**src/rtl/apb_pkg.sv**
```systemverilog
// Shared APB requester definitions: FSM state encoding and default access timeout.
package apb_pkg;

    typedef enum logic [1:0] {
        IDLE   = 2'd0,
        SETUP  = 2'd1,
        ACCESS = 2'd2,
        RESP   = 2'd3
    } apb_state_e;

    localparam logic [15:0] APB_TIMEOUT_DEFAULT = 16'd255;

endpackage

```
**src/rtl/apb_requester.sv**
```systemverilog
// APB requester: turns one core-side request into one APB transfer and returns
// the completer's answer (or a timeout error) on a valid/ready response channel.
module apb_requester
    import apb_pkg::*;
#(
    parameter logic [15:0] TIMEOUT = APB_TIMEOUT_DEFAULT
) (
    input  logic        clock,
    input  logic        reset,
    input  logic        req_valid,
    output logic        req_ready,
    input  logic [31:0] req_addr,
    input  logic        req_write,
    input  logic [31:0] req_wdata,
    input  logic [3:0]  req_wstrb,
    input  logic [2:0]  req_prot,
    output logic        resp_valid,
    input  logic        resp_ready,
    output logic [31:0] resp_rdata,
    output logic        resp_err,
    output logic [31:0] out_paddr,
    output logic        out_psel,
    output logic        out_penable,
    output logic [2:0]  out_pprot,
    output logic        out_pwrite,
    output logic [31:0] out_pwdata,
    output logic [3:0]  out_pstrb,
    input  logic        out_pready,
    input  logic [31:0] out_prdata,
    input  logic        out_pslverr
);

    apb_state_e  state_reg, state_next;
    logic [15:0] wait_cnt_reg, wait_cnt_next;
    logic [31:0] addr_reg, wdata_reg, rdata_reg, rdata_next;
    logic [3:0]  strb_reg;
    logic [2:0]  prot_reg;
    logic        write_reg, err_reg, err_next;
    logic        accept, capture;

    always_comb begin
        state_next    = state_reg;
        wait_cnt_next = wait_cnt_reg;
        rdata_next    = rdata_reg;
        err_next      = err_reg;
        accept        = 1'b0;
        capture       = 1'b0;
        case (state_reg)
            IDLE: begin
                if (req_valid) begin
                    accept        = 1'b1;
                    wait_cnt_next = 16'd0;
                    state_next    = SETUP;
                end
            end
            SETUP: state_next = ACCESS;
            ACCESS: begin
                if (out_pready) begin
                    capture    = 1'b1;
                    rdata_next = write_reg ? 32'h0 : out_prdata;
                    err_next   = out_pslverr;
                    state_next = RESP;
                end else if ((TIMEOUT != 16'd0) && (wait_cnt_reg == TIMEOUT)) begin
                    // Completer never answered: report an error with zero data.
                    capture    = 1'b1;
                    rdata_next = 32'h0;
                    err_next   = 1'b1;
                    state_next = RESP;
                end else begin
                    wait_cnt_next = wait_cnt_reg + 16'd1;
                end
            end
            RESP: begin
                if (resp_ready) state_next = IDLE;
            end
            default: state_next = IDLE;
        endcase
    end

    always_ff @(posedge clock or negedge reset) begin
        if (!reset) begin
            state_reg    <= IDLE;
            wait_cnt_reg <= 16'd0;
            addr_reg     <= 32'h0;
            wdata_reg    <= 32'h0;
            strb_reg     <= 4'h0;
            prot_reg     <= 3'h0;
            write_reg    <= 1'b0;
            rdata_reg    <= 32'h0;
            err_reg      <= 1'b0;
        end else begin
            state_reg    <= state_next;
            wait_cnt_reg <= wait_cnt_next;
            if (accept) begin
                addr_reg  <= req_addr;
                wdata_reg <= req_wdata;
                strb_reg  <= req_write ? req_wstrb : 4'h0;
                prot_reg  <= req_prot;
                write_reg <= req_write;
            end
            if (capture) begin
                rdata_reg <= rdata_next;
                err_reg   <= err_next;
            end
        end
    end

    assign req_ready   = (state_reg == IDLE);
    assign resp_valid  = (state_reg == RESP);
    assign resp_rdata  = rdata_reg;
    assign resp_err    = err_reg;
    assign out_psel    = (state_reg == SETUP) || (state_reg == ACCESS);
    assign out_penable = (state_reg == ACCESS);
    assign out_paddr   = addr_reg;
    assign out_pwdata  = wdata_reg;
    assign out_pstrb   = strb_reg;
    assign out_pprot   = prot_reg;
    assign out_pwrite  = write_reg;

endmodule

```
**config.mk**
```make
export PLATFORM = sky130hd
export DESIGN_NAME = apb_requester
export DESIGN_NICKNAME = d
export VERILOG_FILES = /design/src/rtl/apb_pkg.sv /design/src/rtl/apb_requester.sv
export SDC_FILE = /design/constraint.sdc
export NUM_CORES = 1
export LEC_CHECK = 0
export BUFFER_PORTS_ARGS = -buffer_cell sky130_fd_sc_hd__buf_2
export CORE_ASPECT_RATIO = 1.75
export CORE_UTILIZATION = 47
export CTS_CLUSTER_SIZE = 30
export DETAILED_ROUTE_END_ITERATION = 12
export GPL_TIMING_DRIVEN = 0
export PLACE_DENSITY = 0.77
export SYNTH_ARGS = -nofsm -noshare
export SYNTH_HDL_FRONTEND = slang
export SYNTH_SLANG_ARGS = --single-unit
```
**constraint.sdc**
```tcl
create_clock -name clock -period 2.25 [get_ports clock]
set_clock_uncertainty 0.05 [all_clocks]
set_input_delay 0.1125 -clock clock [delete_from_list [all_inputs] [get_ports clock]]
set_output_delay 0.1125 -clock clock [all_outputs]
set_load 0.02 [all_outputs]
```
Word-level counts from Yosys, hierarchy flattened
Index checks and enable logic that the tools add are counted.
{ "op_classes": {"addsub": 1, "multipliers": 0, "div_mod_pow": 0, "order_cmp": 0, "n_eq_ne": 9, "shift": 0, "muxes": 20, "bitwise": 0, "n_reduce_logical": 7} }
{ "ops": {"columns": ["operator", "n"], "rows": [
  ["32-bit two-way mux", 3],
  ["16-bit two-way mux", 3],
  ["16-bit case mux with 2 select lines", 1],
  ["16-bit by 1-bit adder with 16-bit output (second input constant)", 1],
  ["16-bit by 8-bit == test with 1-bit output (second input constant)", 1],
  ["2-bit two-way mux", 4],
  ["2-bit case mux with 4 select lines", 1],
  ["1-bit two-way mux", 7],
  ["2-bit inequality test (second input constant)", 3],
  ["3-bit AND reduction", 2],
  ["2-bit == test (second input constant)", 2],
  ["4-bit two-way mux", 1],
  ["4-bit AND reduction", 1],
  ["2-bit nonzero test", 2],
  ["3-bit by 1-bit inequality test with 1-bit output (second input constant)", 1],
  ["2-bit by 1-bit == test with 1-bit output (second input constant)", 1],
  ["2-bit zero test", 1],
  ["2-bit by 1-bit inequality test with 1-bit output (second input constant)", 1],
  ["1-bit logical OR", 1]
]} }
{ "word_totals": {"ff_bits": 123, "latch_bits": 0, "ramBits": 0, "mem_bits_ro": 0, "in_bits": 110, "output_inout_bits": 109, "word_cells": 46, "memories": 0} }

Logic depth before layout (Yosys ltp)
Gate-level depths: netlist of run 1.
{ "logic_depth": {"depth_word": 5, "ltp_mapped": 8, "ltp_nobuf": 7} }

Least setup slack after synthesis of run 1
No wires, ideal clock.
{ "synth_timing": {"path_kind": "register to register", "from": "register state_reg[0]", "to": "register wait_cnt_reg[6]", "setup_time_ns": 0.145, "t_arrival_ns": 1.884, "slack_ns": 0.170, "path_stages_with_launch": 9, "path_buffers": 1, "period_less_slack_ns": 2.080, "path_cell_list": "dfrtp_1 > inv_1 > ha_1 > clkbuf_1 > mux2i_1 > nor2_1 > and3_1 > o22ai_1 > a31oi_1"} }
{ "synth_via": {"elab_chain_len": 3} }
{ "synth_rtl": {"columns": ["element", "line_no", "rtl"], "rows": [
  ["start: declaration", "apb_requester.sv:33", "apb_state_e state_reg, state_next;"],
  ["start signal: assignment", "apb_requester.sv:92", "state_reg <= state_next;"],
  ["2-bit zero test *", null, null],
  ["named net req_ready", "apb_requester.sv:11", "output logic req_ready,"],
  ["2-bit inequality test (no source line) / 2-bit nonzero test (equally long branches)", null, null],
  ["4-bit AND reduction (no source line)", null, null],
  ["end signal: assignment", "apb_requester.sv:93", "wait_cnt_reg <= wait_cnt_next;"],
  ["end: declaration", "apb_requester.sv:34", "logic [15:0] wait_cnt_reg, wait_cnt_next;"]
]} }
The timed path passes the listed nets; every way through them passes the cells marked *.
A chain may end at the register's enable or synchronous reset.

Final worst setup path of run 1
{ "layout_timing": {"from": "register state_reg[0]", "to": "register prot_reg[1] (netlist: out_pprot[1])"} }
{ "layout_via": {"elab_chain_len": 2} }
{ "layout_rtl": {"columns": ["element", "line_no", "rtl"], "rows": [
  ["2-bit zero test", "apb_requester.sv:48", "case (state_reg)"],
  ["1-bit two-way mux", "apb_requester.sv:48", null],
  ["end signal: assignment", "apb_requester.sv:98", "prot_reg <= req_prot;"],
  ["end: declaration", "apb_requester.sv:37", "logic [2:0] prot_reg;"]
]} }
Every way passes these cells.

==> results of run 1 <==
==> cell usage in the layout, fill, tap and decap left out, drive strengths merged, types with 4 or more instances in the layout <==
cell,synthesis,final
nand3,6,6
inv,6,10
buf,11,228
clkbuf,8,29
mux2i,5,5
o21ai,13,13
o211ai,4,4
a31oi,4,4
dfrtp,123,123
nand2,33,33
nand4,4,4
mux2,69,69
ha,4,4
a21oi,6,6
dlygate4sd3,0,110
nor2,11,11
nor4,4,4
a22o,32,32
==> per-stage QoR <==
| step | instance area (um2) | cells | util [%] |
|---|---|---|---|
| global route | 8040 | 857 | 78.0 |
| detailed placement | 6280 | 716 | 61.0 |
| finish | 8040 | 857 | 78.0 |
| global placement | 6240 | 715 | 60.6 |
| CTS | 8010 | 857 | 77.8 |
| floorplan | 4990 | 370 | - |
==> power groups by stage <==
stage	logic, W	clock network, W	registers, W
after floorplan	0.00172	0	0.00489
after global placement	0.00435	0	0.00368
after detailed placement	0.00448	0	0.00375
after CTS	0.00468	0.00285	0.00372
after global routing	0.00512	0.00300	0.00393
final	0.00486	0.00285	0.00384
==> area by class of cell <==
class / count / area, um2
plain buffers: 18 / 115
clock buffers: 20 / 457
clock inverters: 12 / 161
fillers: 562 / 2260
inverters: 6 / 22.5
multi-input cells: 222 / 1820
flip-flops and latches: 123 / 3080
well taps: 127 / 159
repair buffers: 329 / 2230
==> worst max-delay path: stages, from the launching register on <==
cell	delay (ns)
dfrtp_1	0.42
inv_1	0.12
ha_1	0.24
clkbuf_2	0.21
nand2_2	0.28
buf_2	0.35
mux2_2	0.40
==> what timing repair did <==
action / CTS / global route
hold endpoints to repair: 159 / 0
buffers inserted: 0 / 0
pin swaps: 0 / 0
setup endpoints to repair: 27 / 88
hold buffers: 110 / 0
gates resized for setup: 8 / 8
==> cells in the mapped netlist (2+ instances only) <==
library cell / instances
inv_1: 6
nor3_1: 2
a211oi_1: 2
ha_1: 4
nand3_1: 6
nand4_1: 4
nand4b_1: 3
o22ai_1: 3
nand2_1: 33
o211ai_1: 4
a31oi_1: 4
a22o_1: 32
a41oi_1: 2
buf_1: 5
and2_1: 2
nor2b_1: 2
and3_1: 2
dfrtp_1: 123
mux2_2: 69
xor2_1: 2
o21ai_0: 12
buf_6: 4
mux2i_1: 5
nor2_1: 10
nor4_1: 2
a21oi_1: 5
nor4_2: 2
clkbuf_1: 8
==> final timing paths <==
check	to	slack, ns	cells past startpoint
worst max-delay path	out_pprot[1]	0.06	6
worst min-delay path	state_reg[0]	0.12	3
max in group asynchronous	out_paddr[10]	1.24	3
min in group asynchronous	resp_rdata[15]	0.18	2
worst max register to register	out_pprot[1]	0.06	6
worst min register to register	out_pstrb[2]	0.45	2
==> metal layers <==
metal  share of wire, %  up-vias  GRT usage [%]
met2                 54      283           55.5
met1                 33     2319           30.4
met5                  0        -              0
met4                6.7        0           20.7
li1                   -     2045              -
met3                5.7      103           7.99
==> logic make-up (layout without fill, tap and decap cells) <==
kind of cell	after synthesis	count (layout)	share of synthesized area [%]
buf+inv	25	385	2.58
simple gates	73	73	7.49
fa+ha+maj	4	4	1.00
flops	123	123	61.6
mux	74	74	16.6
compound gates	69	69	10.4
xor+xnor	2	2	0.351
==> reports/summary.txt, run 1 <==
Internal: 0.00701 W
starting density of the core: 48.5%
Least-Margin Pin Slew: 0.511 ns
worst vdd ir: 0.000844 V
Netlist Area Pre-Place: 0.00499 mm2
CP required: 2.49 ns
Max-Cap Viols: 0
Critical Path AT: 2.42 ns
total track usage: 31.1%
die height: 138 um
Max Root-Sink Buffers: 2
worst min-delay path class: input pin to register
port bufs: 218
Die Wd: 79.9 um
asr flop ratio synth: 100%
crit share post-route: 97.1%
post-DR wirelength/cell: 19.6 um
P_leak: 3.96 nW
Slew Limit Headroom: 65.9%
synthesized net count: 484
status: completed
Worst Setup End Kind: register
DP Wirelength: 9.27 mm
DR DRC count: 0
RSZ-0062 raised after global routing: false
H-Tree Depth: 4
area grow syn2layout: 60.9%
Min Clock Period, post-route: 2.19 ns
worst skew pair latency: 0.41 ns
Core ar.: 0.0103 mm2
vias in the first global route: 5111
Avg Cell Area, Syn: 13.5 um2
first-pass GRT wire length: 25.7 mm
via/cell ratio: 5.54
post-synthesis register bit count: 123
row count: 49
Tot Pwr: 0.0116 W
final worst setup slack: 0.0648 ns
pre-CTS setup slack: -0.141 ns
First-pass DRT Iterations: 5
CP Max Fanout: 10
die area: 0.0111 mm2
vias: 4750
Clock Power Share: 24.7%
reg2reg start: state_reg[0]
Seq pwr share: 33.3%
logic gate share of total power: 42.1%
Hold Violations, Final: 0
antenna cells: 0
fraction of layout cells with a size suffix above 1: 47.1%
io pins: 219
Synth top area share: 61.6%
HP Start: resp_ready
clock slew at reported path FFs: 0.06 ns
Routed Antenna Nets: 0
Primary FF master, synth: dfrtp_1
clock sinks: 123
sequential area share after synthesis: 61.6%
Slew Viols, Final: 0
switching part of the total power: 39.3%
Synth Instances: 370
GP Congestion: 0.855
Fin Setup TNS: 0 ns
Worst Setup SP: state_reg[0]
Routed WL: 16.8 mm
total grt overflow: 0
initial antenna violation count: 0
Unique masters post-synth: 40
Synth area leader: dfrtp_1
Hold WS: 0.119 ns
Num CTS Buffers: 17
Synth area leaders: dfrtp_1 (62%), mux2_2 (16%), a22o_1 (5.6%)
Iteration-0 DRC Markers: 246
number of synthesized flops with an enable pin: 0
Nets: 831
root buf cell: clkbuf_16
CTS tree: built
worst setup path class: register to register
largest net degree at the start of global routing: 70
Warnings, synthesis: 0
Max Clock Freq: 0.458 GHz
startpoint types: register
final setup fails: 0
sw power: 0.00454 W
power per cell area: 1440 mW/mm2
Note: power is estimated with default switching activity, not from simulation.
==> run 2: changes to the inputs <==
--- a/config.mk
+++ b/config.mk
@@ -7,11 +7,11 @@
 export LEC_CHECK = 0
 export BUFFER_PORTS_ARGS = -buffer_cell sky130_fd_sc_hd__buf_2
 export CORE_ASPECT_RATIO = 1.75
-export CORE_UTILIZATION = 47
+export CORE_UTILIZATION = 51
 export CTS_CLUSTER_SIZE = 30
 export DETAILED_ROUTE_END_ITERATION = 12
 export GPL_TIMING_DRIVEN = 0
-export PLACE_DENSITY = 0.77
+export PLACE_DENSITY = 0.83
 export SYNTH_ARGS = -nofsm -noshare
 export SYNTH_HDL_FRONTEND = slang
 export SYNTH_SLANG_ARGS = --single-unit
==> constraint.sdc (replaced) <==
create_clock -name clock -period 2.8 [get_ports clock]
set_clock_uncertainty 0.05 [all_clocks]
set_input_delay 0.14 -clock clock [delete_from_list [all_inputs] [get_ports clock]]
set_output_delay 0.14 -clock clock [all_outputs]
set_load 0.02 [all_outputs]
==> reports/summary.txt, run 2 (synthesis results as in run 1) <==
status: completed
RSZ-0062 raised after global routing: false
crit share post-route: 89.9%
CP Cell Sequence: inv_1 > ha_1 > clkbuf_1 > nand2_1 > buf_2 > clkbuf_1 > o22ai_1 > nor3_1
DR DRC count: 0
P_leak: 3.93 nW
commonest cells after routing, fill and taps aside: buf_2 (218), dfrtp_1 (123), dlygate4sd3_1 (109)
first-pass GRT wire length: 27.6 mm
Max Clock Freq: 0.397 GHz
register area: 0.00308 mm2
worst skew pair latency: 0.41 ns
cell depth of the worst setup path: 8
Worst Setup SP: state_reg[0]
die height: 133 um
Die Wd: 76.8 um
CP required: 3.06 ns
R2R setup slack: 0.28 ns
worst r2r dst: wait_cnt_reg[14]
final core utilization: 83.8%
Nets: 831
Routed Antenna Nets: 0
DP Wirelength: 9.50 mm
post-DR wirelength/cell: 20.7 um
Fin Setup TNS: 0 ns
filler cell count: 435
Least-Margin Pin Slew: 0.706 ns
H-Tree Depth: 4
CP max stage delay: 0.43 ns
Iteration-0 DRC Markers: 326
post-cts sizing count: 0
Min Clock Period, post-route: 2.52 ns
total grt overflow: 0
GP Congestion: 0.899
First-pass DRT Iterations: 5
Worst Setup End Kind: register
area grow syn2layout: 58.8%
starting density of the core: 52.8%
vias in the first global route: 5249
reg2reg start: state_reg[0]
area of the multi-input gates: 0.00179 mm2
initial antenna violation count: 2
die area: 0.0102 mm2
CTS tree: built
cell mode on critical path: clkbuf_1
critical path's top delay family: buffers and inverters
Routed WL: 17.7 mm
commonest non-fill, non-tap cell in the layout: buf_2
worst vdd ir: 0.000777 V
clock sinks: 123
final setup fails: 0
Max-Cap Viols: 0
largest net degree at the start of global routing: 97
io pins: 219
clock slew at reported path FFs: 0.05 ns
post-CTS setup buffer count: 0
Hold Violations, Final: 0
Slew Limit Headroom: 51.6%
startpoint types: register
port bufs: 218
Slowest-stage cell, CP: clkbuf_1
worst setup path class: register to register
worst min-delay path class: input pin to asynchronous set/reset pin
row count: 47
root buf cell: clkbuf_16
vias: 4932
CP Max Fanout: 10
fraction of layout cells with a size suffix above 1: 44.9%
Buf/Inv on CP: 4
worst setup path end: wait_cnt_reg[14]
via/cell ratio: 5.78
Max Root-Sink Buffers: 2
power per cell area: 1150 mW/mm2
Num CTS Buffers: 17
Critical Path AT: 2.78 ns
Slew Viols, Final: 0
R2R depth: 8
total track usage: 36.3%
Core ar.: 0.00947 mm2
==> run 2: cell count changes in the layout (fill, tap and decap cells not counted), moves of 3 or more <==
| cell | previous run | this run |
|---|---|---|
| buf_1 | 0 | 5 |
| buf_2 | 221 | 218 |
| clkbuf_1 | 5 | 13 |
| clkbuf_2 | 4 | 0 |
| clkinv_2 | 1 | 5 |
| inv_6 | 4 | 0 |
==> run 2: what timing repair did <==
| item | CTS | global route |
|---|---|---|
| hold endpoints to repair | 228 | 0 |
| endpoints found under the setup margin | 0 | 0 |
| hold buffers | 109 | 0 |
==> run 2: worst min path at each step <==
stage | from | endpoint | slack (ns) | cells past startpoint
detailed placement | reset | out_paddr[13] | -0.02 | 1
global placement | out_prdata[9] | resp_rdata[9] | 0.32 | 2
finish | reset | out_paddr[13] | 0.13 | 2
floorplan | reset | out_paddr[0] | -0.21 | 0
global route | out_pready | wait_cnt_reg[0] | 0.14 | 3
CTS | reset | out_paddr[13] | 0.12 | 2
==> run 2: area by class of cell <==
class	count	area share, %
repair buffers	328	27.9
clock inverters	8	1.17
flip-flops and latches	123	38.8
diodes	2	0.0631
well taps	122	1.92
multi-input cells	222	22.5
inverters	6	0.284
clock buffers	24	5.95
plain buffers	19	1.34
==> run 2: report_power, final <==
group / total, W / internal (W) / switching (W)
combinational: 0.00389 / 0.00156 / 0.00233
sequential: 0.00310 / 0.00258 / 0.000521
clock: 0.00211 / 0.00135 / 0.000765
==> run 2: metal layers <==
layer	routed length [um]	share of wire, %	up-vias	global-route usage [%]
li1	-	-	2051	-
met1	5680	32	2453	36.0
met2	9710	55	328	65.9
met3	1080	6.1	100	8.21
met4	1190	6.7	0	24.6
met5	0	0	-	0
==> run 2: through the flow <==
| step | cells | cell area (um2) | hold WS [ns] | setup WS, ns | total power (W) |
|---|---|---|---|---|---|
| CTS | 852 | 7930 | 0.123 | 0.433 | 0.00885 |
| global route | 854 | 7930 | 0.138 | 0.0862 | 0.00944 |
| finish | 854 | 7930 | 0.128 | 0.282 | 0.00911 |
| floorplan | 370 | 4990 | -0.206 | 0.720 | 0.00531 |
| global placement | 710 | 6240 | 0.318 | 0.121 | 0.00646 |
| detailed placement | 711 | 6270 | -0.0203 | 0.419 | 0.00663 |
==> run 2: worst register-to-register path: stages, from the launching register on <==
cell and delay [ns]:
dfrtp_1 0.37, inv_1 0.08, ha_1 0.23, clkbuf_1 0.19, nand2_1 0.35, buf_2 0.34
clkbuf_1 0.43, o22ai_1 0.17, nor3_1 0.21
